### src/rtl/rnn_ctrl_pkg.sv
// Shared definitions for the rnn sequencer: rnn core register map, core
// status word bit positions and the sequencer FSM state encoding.
package rnn_ctrl_pkg;

  // rnn core register map (word addresses on the core slave port)
  localparam logic [31:0] ADDR_START = 32'd0;  // write: step start, read: status
  localparam logic [31:0] ADDR_INPUT = 32'd1;  // write: {word index, embedding word}
  localparam logic [31:0] ADDR_W     = 32'd2;
  localparam logic [31:0] ADDR_R     = 32'd3;
  localparam logic [31:0] ADDR_RB    = 32'd4;
  localparam logic [31:0] ADDR_D     = 32'd5;
  localparam logic [31:0] ADDR_DB    = 32'd6;
  localparam logic [31:0] ADDR_DENSE = 32'd7;  // write: dense start, read: result

  // core status word bits (read at ADDR_START)
  localparam int STAT_STEP_DONE    = 0;
  localparam int STAT_RESULT_VALID = 1;

  typedef enum logic [2:0] {
    S_IDLE,
    S_WAIT_CHAR,
    S_FETCH,
    S_STEP,
    S_POLL,
    S_DENSE,
    S_DPOLL,
    S_RESULT
  } state_t;

endpackage

### src/rtl/rnn_seq_ctrl_if.sv
// Bus bundle between the sequencer and its two slaves: the embedding
// memory (read-only, one-cycle read latency) and the rnn core slave port
// (memory-mapped registers, read data one cycle after core_read).
//   master : sequencer side (drives strobes, addresses, write data)
//   slave  : embedding memory / rnn core side (returns read data)
interface rnn_seq_ctrl_if #(
  parameter int CHAR_W = 8
);
  logic              emb_rd;
  logic [CHAR_W+1:0] emb_addr;
  logic [15:0]       emb_rdata;
  logic              core_write;
  logic              core_read;
  logic [31:0]       core_addr;
  logic [31:0]       core_wdata;
  logic [31:0]       core_rdata;

  modport master (
    output emb_rd, emb_addr, core_write, core_read, core_addr, core_wdata,
    input  emb_rdata, core_rdata
  );

  modport slave (
    input  emb_rd, emb_addr, core_write, core_read, core_addr, core_wdata,
    output emb_rdata, core_rdata
  );
endinterface

### src/rtl/rnn_char_fifo.sv
// Character FIFO feeding the sequencer. First-word-fall-through: dout shows
// the head entry whenever empty=0. Pointers wrap modulo DEPTH (power of 2).
// A push on a full FIFO is taken when a pop happens in the same cycle.
// flush empties the FIFO and drops any push of that cycle.
// Ports:
//   clk, rst      clock, async active-high reset
//   flush         empty the FIFO
//   push, din     write request and data
//   pop           read request (advances head)
//   dout          head entry
//   full, empty   occupancy flags
module rnn_char_fifo #(
  parameter int WIDTH = 8,
  parameter int DEPTH = 8
) (
  input  logic             clk,
  input  logic             rst,
  input  logic             flush,
  input  logic             push,
  input  logic [WIDTH-1:0] din,
  input  logic             pop,
  output logic [WIDTH-1:0] dout,
  output logic             full,
  output logic             empty
);
  localparam int AW = $clog2(DEPTH);

  logic [WIDTH-1:0] mem [DEPTH];
  logic [AW-1:0]    wr_ptr;
  logic [AW-1:0]    rd_ptr;
  logic [AW:0]      count;
  logic             do_push;
  logic             do_pop;

  assign full    = (count == (AW+1)'(DEPTH));
  assign empty   = (count == '0);
  assign do_pop  = pop && !empty;
  assign do_push = push && (!full || do_pop);
  assign dout    = mem[rd_ptr];

  always_ff @(posedge clk or posedge rst) begin
    if (rst) begin
      wr_ptr <= '0;
      rd_ptr <= '0;
      count  <= '0;
    end else if (flush) begin
      wr_ptr <= '0;
      rd_ptr <= '0;
      count  <= '0;
    end else begin
      if (do_push) wr_ptr <= wr_ptr + 1'b1;
      if (do_pop)  rd_ptr <= rd_ptr + 1'b1;
      case ({do_push, do_pop})
        2'b10:   count <= count + 1'b1;
        2'b01:   count <= count - 1'b1;
        default: count <= count;
      endcase
    end
  end

  always_ff @(posedge clk) begin
    if (do_push && !flush) mem[wr_ptr] <= din;
  end

endmodule

### src/rtl/rnn_seq_ctrl.sv
// rnn_seq_ctrl: runs a whole character sequence through the rnn core.
// Per character: pop from the char FIFO, fetch EMB_DIM embedding words,
// write them to core addr 1, start a step (addr 0 write) and poll the
// status word until step_done. After the last character it starts the
// dense layer (addr 7), polls until result_valid and reads the result.
// Optional build macro: RNN_SEQ_TIMEOUT_EN enables a per-wait poll timeout
// (TIMEOUT cycles) that aborts the sequence and raises error.
// Ports:
//   clk, rst                  clock, async active-high reset
//   char_in/valid/ready       character push into the FIFO
//   seq_start, seq_len        start pulse and sequence length (sampled)
//   busy, done                sequence in progress / one-cycle end pulse
//   result, result_valid      dense output and its valid flag
//   error                     timeout abort flag (0 without the macro)
//   bus                       embedding memory + core port (master side)
module rnn_seq_ctrl
  import rnn_ctrl_pkg::*;
#(
  parameter int EMB_DIM    = 4,
  parameter int CHAR_W     = 8,
  parameter int FIFO_DEPTH = 8,
  parameter int TIMEOUT    = 4096
) (
  input  logic              clk,
  input  logic              rst,
  input  logic [CHAR_W-1:0] char_in,
  input  logic              char_valid,
  output logic              char_ready,
  input  logic              seq_start,
  input  logic [7:0]        seq_len,
  output logic              busy,
  output logic              done,
  output logic [15:0]       result,
  output logic              result_valid,
  output logic              error,
  rnn_seq_ctrl_if.master    bus
);

  // state       | meaning
  // S_IDLE      | waiting for seq_start
  // S_WAIT_CHAR | waiting for a character in the FIFO; pops it on exit
  // S_FETCH     | embedding reads, each word written to core addr 1 a cycle later
  // S_STEP      | step start write (addr 0, data 0)
  // S_POLL      | read status until step_done, then next char or dense
  // S_DENSE     | dense start write (addr 7)
  // S_DPOLL     | read status until result_valid
  // S_RESULT    | read addr 7 and capture the result

  state_t            state_q;
  logic [CHAR_W-1:0] ch_q;
  logic [7:0]        rem_q;
  logic [2:0]        rd_idx_q;
  logic [1:0]        widx_q;
  logic              wsel_q;

  logic              emb_rd_q;
  logic [CHAR_W+1:0] emb_addr_q;
  logic              core_write_q;
  logic              core_read_q;
  logic [31:0]       core_addr_q;
  logic [31:0]       core_wdata_q;
  logic              busy_q;
  logic              done_q;
  logic [15:0]       result_q;
  logic              result_valid_q;

  logic              fifo_push;
  logic              fifo_pop;
  logic              fifo_flush;
  logic [CHAR_W-1:0] fifo_dout;
  logic              fifo_full;
  logic              fifo_empty;
  logic              poll_hit;

  assign char_ready = !fifo_full;
  assign fifo_push  = char_valid && char_ready;
  assign fifo_pop   = (state_q == S_WAIT_CHAR) && !fifo_empty;

  rnn_char_fifo #(
    .WIDTH (CHAR_W),
    .DEPTH (FIFO_DEPTH)
  ) u_fifo (
    .clk   (clk),
    .rst   (rst),
    .flush (fifo_flush),
    .push  (fifo_push),
    .din   (char_in),
    .pop   (fifo_pop),
    .dout  (fifo_dout),
    .full  (fifo_full),
    .empty (fifo_empty)
  );

  // Status sample cycle: the read was issued last cycle (core_read_q low now).
  always_comb begin
    poll_hit = 1'b0;
    if (state_q == S_POLL)
      poll_hit = !core_read_q && bus.core_rdata[STAT_STEP_DONE];
    else if (state_q == S_DPOLL)
      poll_hit = !core_read_q && bus.core_rdata[STAT_RESULT_VALID];
  end

`ifdef RNN_SEQ_TIMEOUT_EN
  localparam int TMR_W = $clog2(TIMEOUT) + 1;

  logic [TMR_W-1:0] tmr_q;
  logic             error_q;
  logic             abort;

  assign abort      = ((state_q == S_POLL) || (state_q == S_DPOLL)) &&
                      (tmr_q == '0) && !poll_hit;
  assign fifo_flush = abort;
  assign error      = error_q;

  // Down-counter loaded on the way into POLL/DPOLL; terminal count aborts.
  always_ff @(posedge clk or posedge rst) begin
    if (rst) begin
      tmr_q <= '0;
    end else if ((state_q == S_STEP) || (state_q == S_DENSE)) begin
      tmr_q <= TMR_W'(TIMEOUT - 1);
    end else if (tmr_q != '0) begin
      tmr_q <= tmr_q - 1'b1;
    end
  end
`else
  assign fifo_flush = 1'b0;
  assign error      = 1'b0;
`endif

  // Embedding words go straight from the memory read port onto core_wdata
  // in their write cycle; core_wdata_q keeps the value afterwards.
  assign bus.core_wdata = wsel_q ? {14'd0, widx_q, bus.emb_rdata} : core_wdata_q;
  assign bus.emb_rd     = emb_rd_q;
  assign bus.emb_addr   = emb_addr_q;
  assign bus.core_write = core_write_q;
  assign bus.core_read  = core_read_q;
  assign bus.core_addr  = core_addr_q;
  assign busy           = busy_q;
  assign done           = done_q;
  assign result         = result_q;
  assign result_valid   = result_valid_q;

  always_ff @(posedge clk or posedge rst) begin
    if (rst) begin
      state_q        <= S_IDLE;
      ch_q           <= '0;
      rem_q          <= '0;
      rd_idx_q       <= '0;
      widx_q         <= '0;
      wsel_q         <= 1'b0;
      emb_rd_q       <= 1'b0;
      emb_addr_q     <= '0;
      core_write_q   <= 1'b0;
      core_read_q    <= 1'b0;
      core_addr_q    <= '0;
      core_wdata_q   <= '0;
      busy_q         <= 1'b0;
      done_q         <= 1'b0;
      result_q       <= '0;
      result_valid_q <= 1'b0;
`ifdef RNN_SEQ_TIMEOUT_EN
      error_q        <= 1'b0;
`endif
    end else begin
      done_q       <= 1'b0;
      emb_rd_q     <= 1'b0;
      core_write_q <= 1'b0;
      core_read_q  <= 1'b0;
      wsel_q       <= 1'b0;
      if (wsel_q) core_wdata_q <= {14'd0, widx_q, bus.emb_rdata};

      case (state_q)
        S_IDLE: begin
          if (seq_start) begin
            result_valid_q <= 1'b0;
`ifdef RNN_SEQ_TIMEOUT_EN
            error_q        <= 1'b0;
`endif
            if (seq_len == 8'd0) begin
              done_q <= 1'b1;
            end else begin
              busy_q  <= 1'b1;
              rem_q   <= seq_len;
              state_q <= S_WAIT_CHAR;
            end
          end
        end

        S_WAIT_CHAR: begin
          if (!fifo_empty) begin
            ch_q       <= fifo_dout;
            emb_rd_q   <= 1'b1;
            emb_addr_q <= {fifo_dout, 2'd0};
            rd_idx_q   <= 3'd1;
            state_q    <= S_FETCH;
          end
        end

        S_FETCH: begin
          // word read this cycle is returned and written next cycle
          if (emb_rd_q) begin
            core_write_q <= 1'b1;
            wsel_q       <= 1'b1;
            widx_q       <= emb_addr_q[1:0];
            core_addr_q  <= ADDR_INPUT;
          end
          if (emb_rd_q && (rd_idx_q < 3'(EMB_DIM))) begin
            emb_rd_q   <= 1'b1;
            emb_addr_q <= {ch_q, rd_idx_q[1:0]};
            rd_idx_q   <= rd_idx_q + 3'd1;
          end
          if (wsel_q && (widx_q == 2'(EMB_DIM - 1))) begin
            core_write_q <= 1'b1;
            core_addr_q  <= ADDR_START;
            core_wdata_q <= '0;
            state_q      <= S_STEP;
          end
        end

        S_STEP: begin
          core_read_q <= 1'b1;
          core_addr_q <= ADDR_START;
          state_q     <= S_POLL;
        end

        S_POLL: begin
          if (poll_hit) begin
            rem_q <= rem_q - 8'd1;
            if (rem_q == 8'd1) begin
              core_write_q <= 1'b1;
              core_addr_q  <= ADDR_DENSE;
              core_wdata_q <= '0;
              state_q      <= S_DENSE;
            end else begin
              state_q <= S_WAIT_CHAR;
            end
          end else if (!core_read_q) begin
            core_read_q <= 1'b1;
          end
        end

        S_DENSE: begin
          core_read_q <= 1'b1;
          core_addr_q <= ADDR_START;
          state_q     <= S_DPOLL;
        end

        S_DPOLL: begin
          if (poll_hit) begin
            core_read_q <= 1'b1;
            core_addr_q <= ADDR_DENSE;
            state_q     <= S_RESULT;
          end else if (!core_read_q) begin
            core_read_q <= 1'b1;
          end
        end

        S_RESULT: begin
          if (!core_read_q) begin
            result_q       <= bus.core_rdata[15:0];
            result_valid_q <= 1'b1;
            done_q         <= 1'b1;
            busy_q         <= 1'b0;
            state_q        <= S_IDLE;
          end
        end

        default: state_q <= S_IDLE;
      endcase

`ifdef RNN_SEQ_TIMEOUT_EN
      if (abort) begin
        error_q        <= 1'b1;
        done_q         <= 1'b1;
        busy_q         <= 1'b0;
        result_valid_q <= 1'b0;
        core_read_q    <= 1'b0;
        state_q        <= S_IDLE;
      end
`endif
    end
  end

endmodule
### src/flat_wrapper.sv
// flat-port wrapper written by rule: the top's interface ports become plain ports
module rnn_seq_ctrl_flat import rnn_ctrl_pkg::*;
#(
  parameter int EMB_DIM    = 4,
  parameter int CHAR_W     = 8,
  parameter int FIFO_DEPTH = 8,
  parameter int TIMEOUT    = 4096
)
  (clk, rst, char_in, char_valid, char_ready, seq_start, seq_len, busy, done, result, result_valid, error, bus_emb_rd, bus_emb_addr, bus_core_write, bus_core_read, bus_core_addr, bus_core_wdata, bus_emb_rdata, bus_core_rdata);
  rnn_seq_ctrl_if #(.CHAR_W(CHAR_W)) bus_i ();
  input  logic clk;
  input  logic rst;
  input  logic [CHAR_W-1:0] char_in;
  input  logic char_valid;
  output logic char_ready;
  input  logic seq_start;
  input  logic [7:0] seq_len;
  output logic busy;
  output logic done;
  output logic [15:0] result;
  output logic result_valid;
  output logic error;
  output wire logic [$bits(bus_i.emb_rd)-1:0] bus_emb_rd;
  output wire logic [$bits(bus_i.emb_addr)-1:0] bus_emb_addr;
  output wire logic [$bits(bus_i.core_write)-1:0] bus_core_write;
  output wire logic [$bits(bus_i.core_read)-1:0] bus_core_read;
  output wire logic [$bits(bus_i.core_addr)-1:0] bus_core_addr;
  output wire logic [$bits(bus_i.core_wdata)-1:0] bus_core_wdata;
  input wire logic [$bits(bus_i.emb_rdata)-1:0] bus_emb_rdata;
  input wire logic [$bits(bus_i.core_rdata)-1:0] bus_core_rdata;
  assign bus_emb_rd = bus_i.emb_rd;
  assign bus_emb_addr = bus_i.emb_addr;
  assign bus_core_write = bus_i.core_write;
  assign bus_core_read = bus_i.core_read;
  assign bus_core_addr = bus_i.core_addr;
  assign bus_core_wdata = bus_i.core_wdata;
  assign bus_i.emb_rdata = bus_emb_rdata;
  assign bus_i.core_rdata = bus_core_rdata;
  rnn_seq_ctrl #(.EMB_DIM(EMB_DIM), .CHAR_W(CHAR_W), .FIFO_DEPTH(FIFO_DEPTH), .TIMEOUT(TIMEOUT)) u_core (.clk(clk), .rst(rst), .char_in(char_in), .char_valid(char_valid), .char_ready(char_ready), .seq_start(seq_start), .seq_len(seq_len), .busy(busy), .done(done), .result(result), .result_valid(result_valid), .error(error), .bus(bus_i));
endmodule
### config.mk
export PLATFORM = sky130hd
export DESIGN_NAME = rnn_seq_ctrl_flat
export DESIGN_NICKNAME = d
export VERILOG_FILES = /design/src/rtl/rnn_ctrl_pkg.sv /design/src/rtl/rnn_seq_ctrl_if.sv /design/src/rtl/rnn_char_fifo.sv /design/src/rtl/rnn_seq_ctrl.sv /design/src/flat_wrapper.sv
export SDC_FILE = /design/constraint.sdc
export NUM_CORES = 1
export LEC_CHECK = 0
export ABC_AREA = 1
export BUFFER_PORTS_ARGS = -buffer_cell sky130_fd_sc_hd__buf_2
export CORE_MARGIN = 1.5
export CORE_UTILIZATION = 25
export DETAILED_ROUTE_END_ITERATION = 6
export PLACE_DENSITY = 0.54
export SLEW_MARGIN = 20
export SYNTH_ARGS = -nofsm -noshare
export SYNTH_HDL_FRONTEND = slang
export SYNTH_HIERARCHICAL = 1
export SYNTH_SLANG_ARGS = --single-unit
### constraint.sdc
create_clock -name clk -period 8.24 [get_ports clk]
set_clock_uncertainty 0.1 [all_clocks]
set_input_delay 0.824 -clock clk [delete_from_list [all_inputs] [get_ports clk]]
set_output_delay 0.824 -clock clk [all_outputs]
set_load 0.1 [all_outputs]
==> flow_metrics.py <==
metrics = {
    "global_route": {
        "grt_use_total_pct": 11.2,
        "grt_pass1_wl_um": 27700,
        "overflow": 0,
        "antenna_found_initial": 0,
        "grt_pass1_vias": 5342,
        "grt_start_max_net_pins": 73,
    },
    "finish": {
        "regArea_um2": 4450,
        "finalCoreUtilization_pct": 30.5,
        "nFillCells": 3244,
        "syn_to_final_growth_pct": 18.8,
        "multi_input_area_um2": 2590,
        "fin_nets": 1061,
        "drive_above_1_share_pct": 18.3,
        "num_antenna_cells": 0,
    },
    "critical_path": {
        "critPathLaunchType": "register",
        "max_stage_delay_ns": 0.99,
        "cp_top_family": "flip-flops",
        "path_buf_inv": 3,
        "cp_cell_sequence": "inv_1, nand2_1, inv_1, buf_2",
        "crit_path_max_fanout": 37,
        "end_kind": "output port",
        "worstPathArrival_ns": 2.43,
        "critPathKind": "register to output port",
        "cp.required_ns": 7.32,
        "crit_top_cell": "inv_1",
        "cp_slowest_cell": "dfrtp_1",
    },
    "routing": {
        "drt_iter0_drc": 339,
        "top_layer": "met4",
        "wl_met3_um": 1090,
        "wl_um": 17500,
        "wl_met2_um": 8020,
        "wl_per_cell_um": 12.6,
        "met1_length_um": 8190,
        "drc_errors": 0,
        "drt-pass1-iter-count": 5,
        "dr_total_vias": 5743,
        "ant_nets": 0,
        "avgViaCountPerCell": 4.14,
    },
    "sta": {
        "timing.final.hold_violations": 0,
        "rsz0062_at_grt": "false",
        "setup_violations": 0,
        "tightest_slew_ns": 0.986,
        "period_needed_ns": 3.35,
        "maxSlewViolCount": 0,
        "setup-tns-final_ns": 0,
        "fin_crit_sh_pct": 40.7,
        "fmax_mhz": 298,
        "worst_slack_ns": 4.89,
        "relSlewSlack_pct": 34.3,
    },
    "floorplan": {
        "row_count": 63,
        "io_pins": 166,
        "die-height_um": 178,
        "core_area_um2": 30000,
        "die-width_um": 178,
        "die-area_um2": 31800,
        "start_util_pct": 25.6,
    },
    "synth": {
        "syn_avg_cell_area_um2": 8.82,
        "seq_area_frac_synth_pct": 57.9,
        "ys_types": 36,
        "netlist.area_leader.share_pct": 32.9,
        "synth_area_leader_cell": "dfrtp_1",
        "synth_area_um2": 7680,
        "yosys-top-cells-area": "dfrtp_1 (33%), edfxtp_1 (25%), nand2_1 (12%)",
        "yosysWarningCount": 6,
        "ys_async_sr_fraction_pct": 61.2,
        "postSynthCellCount": 871,
        "synth_edf_count": 64,
        "synth.ff_latch_count": 165,
        "synthMostInstantiatedCell": "nand2_1",
        "synthFlopType": "dfrtp_1",
        "synth_commonest_cells": "nand2_1 (243), nor2_1 (128), dfrtp_1 (101)",
    },
    "place": {
        "gp_congestion": 0.821,
        "dp_slack_ns": 4.92,
        "port_buffers": 119,
        "post-dp-hpwl_um": 12100,
    },
    "clock_tree": {
        "path_clk_slew_ns": 0.07,
        "clock-root-buffer": "clkbuf_16",
        "clk_latency_ns": 0.43,
        "postCtsSetupRepairBufs": 0,
        "cts_hold_buffers": 0,
        "cts_max_level": 4,
        "cts_made_buffers": 17,
        "cts_tree": "built",
        "cts.sinks": 165,
        "cts_resized": 0,
        "cts_buffer_depth": 2,
    },
    "pwr": {
        "power.internal_mw": 1.80,
        "p_leak_nw": 4.38,
        "combPwrFrac_pct": 49.6,
        "p_sw_mw": 2.15,
        "swShare_pct": 54.4,
        "max-vdd-ir-drop_mv": 0.181,
        "seqPwrFrac_pct": 29.7,
        "powerDensity_nw_per_um2": 433,
        "clockPowerShare_pct": 20.7,
    },
    "outcome": {
        "status": "finished clean",
    },
    "job": {
        "cap_viol_max_count": 0,
    },
    "worst_hold_path": {
        "hold_path_class": "primary input to async pin",
    },
}
-- worst paths after layout --
path | from | endpoint | slack (ns) | depth (start not counted)
max in group asynchronous | rst | u_core/result[6]$_DFFE_PP0P_ | 6.60 | 3
min reg2reg | u_core/result[4]$_DFFE_PP0P_ | u_core/result[4]$_DFFE_PP0P_ | 0.37 | 2
min | rst | u_core/bus.emb_addr[2]$_DFFE_PP0P_ | 0.25 | 2
min in group clk | u_core/result[4]$_DFFE_PP0P_ | u_core/result[4]$_DFFE_PP0P_ | 0.37 | 2
max | u_core/wsel_q$_DFF_PP0_ | bus_core_wdata[29] | 4.89 | 4
max reg2reg | u_core/u_fifo/count[0]$_DFFE_PP0P_ | u_core/u_fifo/count[3]$_DFFE_PP0P_ | 4.97 | 17
-- final cells by class --
class,count,area share [%]
well taps,390,5.35
multi-input cells,581,28.4
repair buffers,121,6.69
clock buffers,17,4.66
flip-flops and latches,165,48.8
inverters,99,4.10
clock inverters,15,2.02
-- metrics by stage --
step                      hold slack (ns)  power (mW)  std cells  cell area [µm²]
after floorplan                     0.341        2.87        904             7800
after global placement              0.351        3.15       1356             8510
after detailed placement            0.357        3.16       1356             8510
after CTS                           0.242        4.00       1388             9120
after global routing                0.249        4.18       1388             9120
final                               0.251        3.95       1388             9120
-- state kept, by name, summed over array words and instances (netlist names) --
signal                 flops
u_core/bus.core_read       1
u_core/bus.core_write      1
u_core/u_fifo/mem         64
u_core/u_fifo/wr_ptr       3
u_core/widx_q              2
u_core/u_fifo/rd_ptr       3
u_core/bus.core_addr       2
u_core/result_valid        1
u_core/rem_q               8
u_core/busy                1
u_core/u_fifo/count        4
u_core/wsel_q              1
u_core/state_q             3
u_core/core_wdata_q       32
u_core/bus.emb_rd          1
u_core/ch_q                8
u_core/bus.emb_addr       10
u_core/rd_idx_q            3
u_core/result             16
u_core/done                1
-- power by group through the flow --
| stage | Sequential, mW | Combinational (mW) | Clock [mW] |
|---|---|---|---|
| 6_report | 1.17 | 1.96 | 0.817 |
| 5_1_grt | 1.20 | 2.10 | 0.878 |
| 4_1_cts | 1.17 | 1.98 | 0.843 |
| 3_5_place_dp | 1.19 | 1.97 | 0 |
| 3_3_place_gp | 1.18 | 1.96 | 0 |
| 2_1_floorplan | 1.72 | 1.15 | 0 |
-- layout by cell type (no fill, tap or decap), types with 3 or more instances in the layout --
master       n
nor2_1     128
nand2_2      7
nand3_1     31
o21ai_1     10
inv_8        7
o21ai_0     76
ha_1         7
inv_1       87
clkinv_1     3
buf_2      119
nand4_1     10
clkbuf_16   17
a21oi_1      5
clkinv_4     3
conb_1      34
a31oi_1      8
nand2_1    243
dfrtp_1    100
nor2_4       3
inv_2        8
edfxtp_1    64
-- logic make-up after synthesis --
group	Yosys count	synth area share, %
muxes	2	0.293
adders and majority gates	8	1.40
buffers and inverters	158	9.94
AOI/OAI and AO/OA	104	7.20
xor gates and xnor gates	2	0.228
and+or+nand+nor	431	22.9
DFF	165	57.9
other	1	0.0488
-- per-layer routing --
layer | global-route usage (%) | vias up
met5 | 0 | -
met4 | 3.51 | 0
met3 | 3.01 | 16
met2 | 18.1 | 178
met1 | 14.5 | 2618
li1 | - | 2931
(Power assumes the default switching activity.)
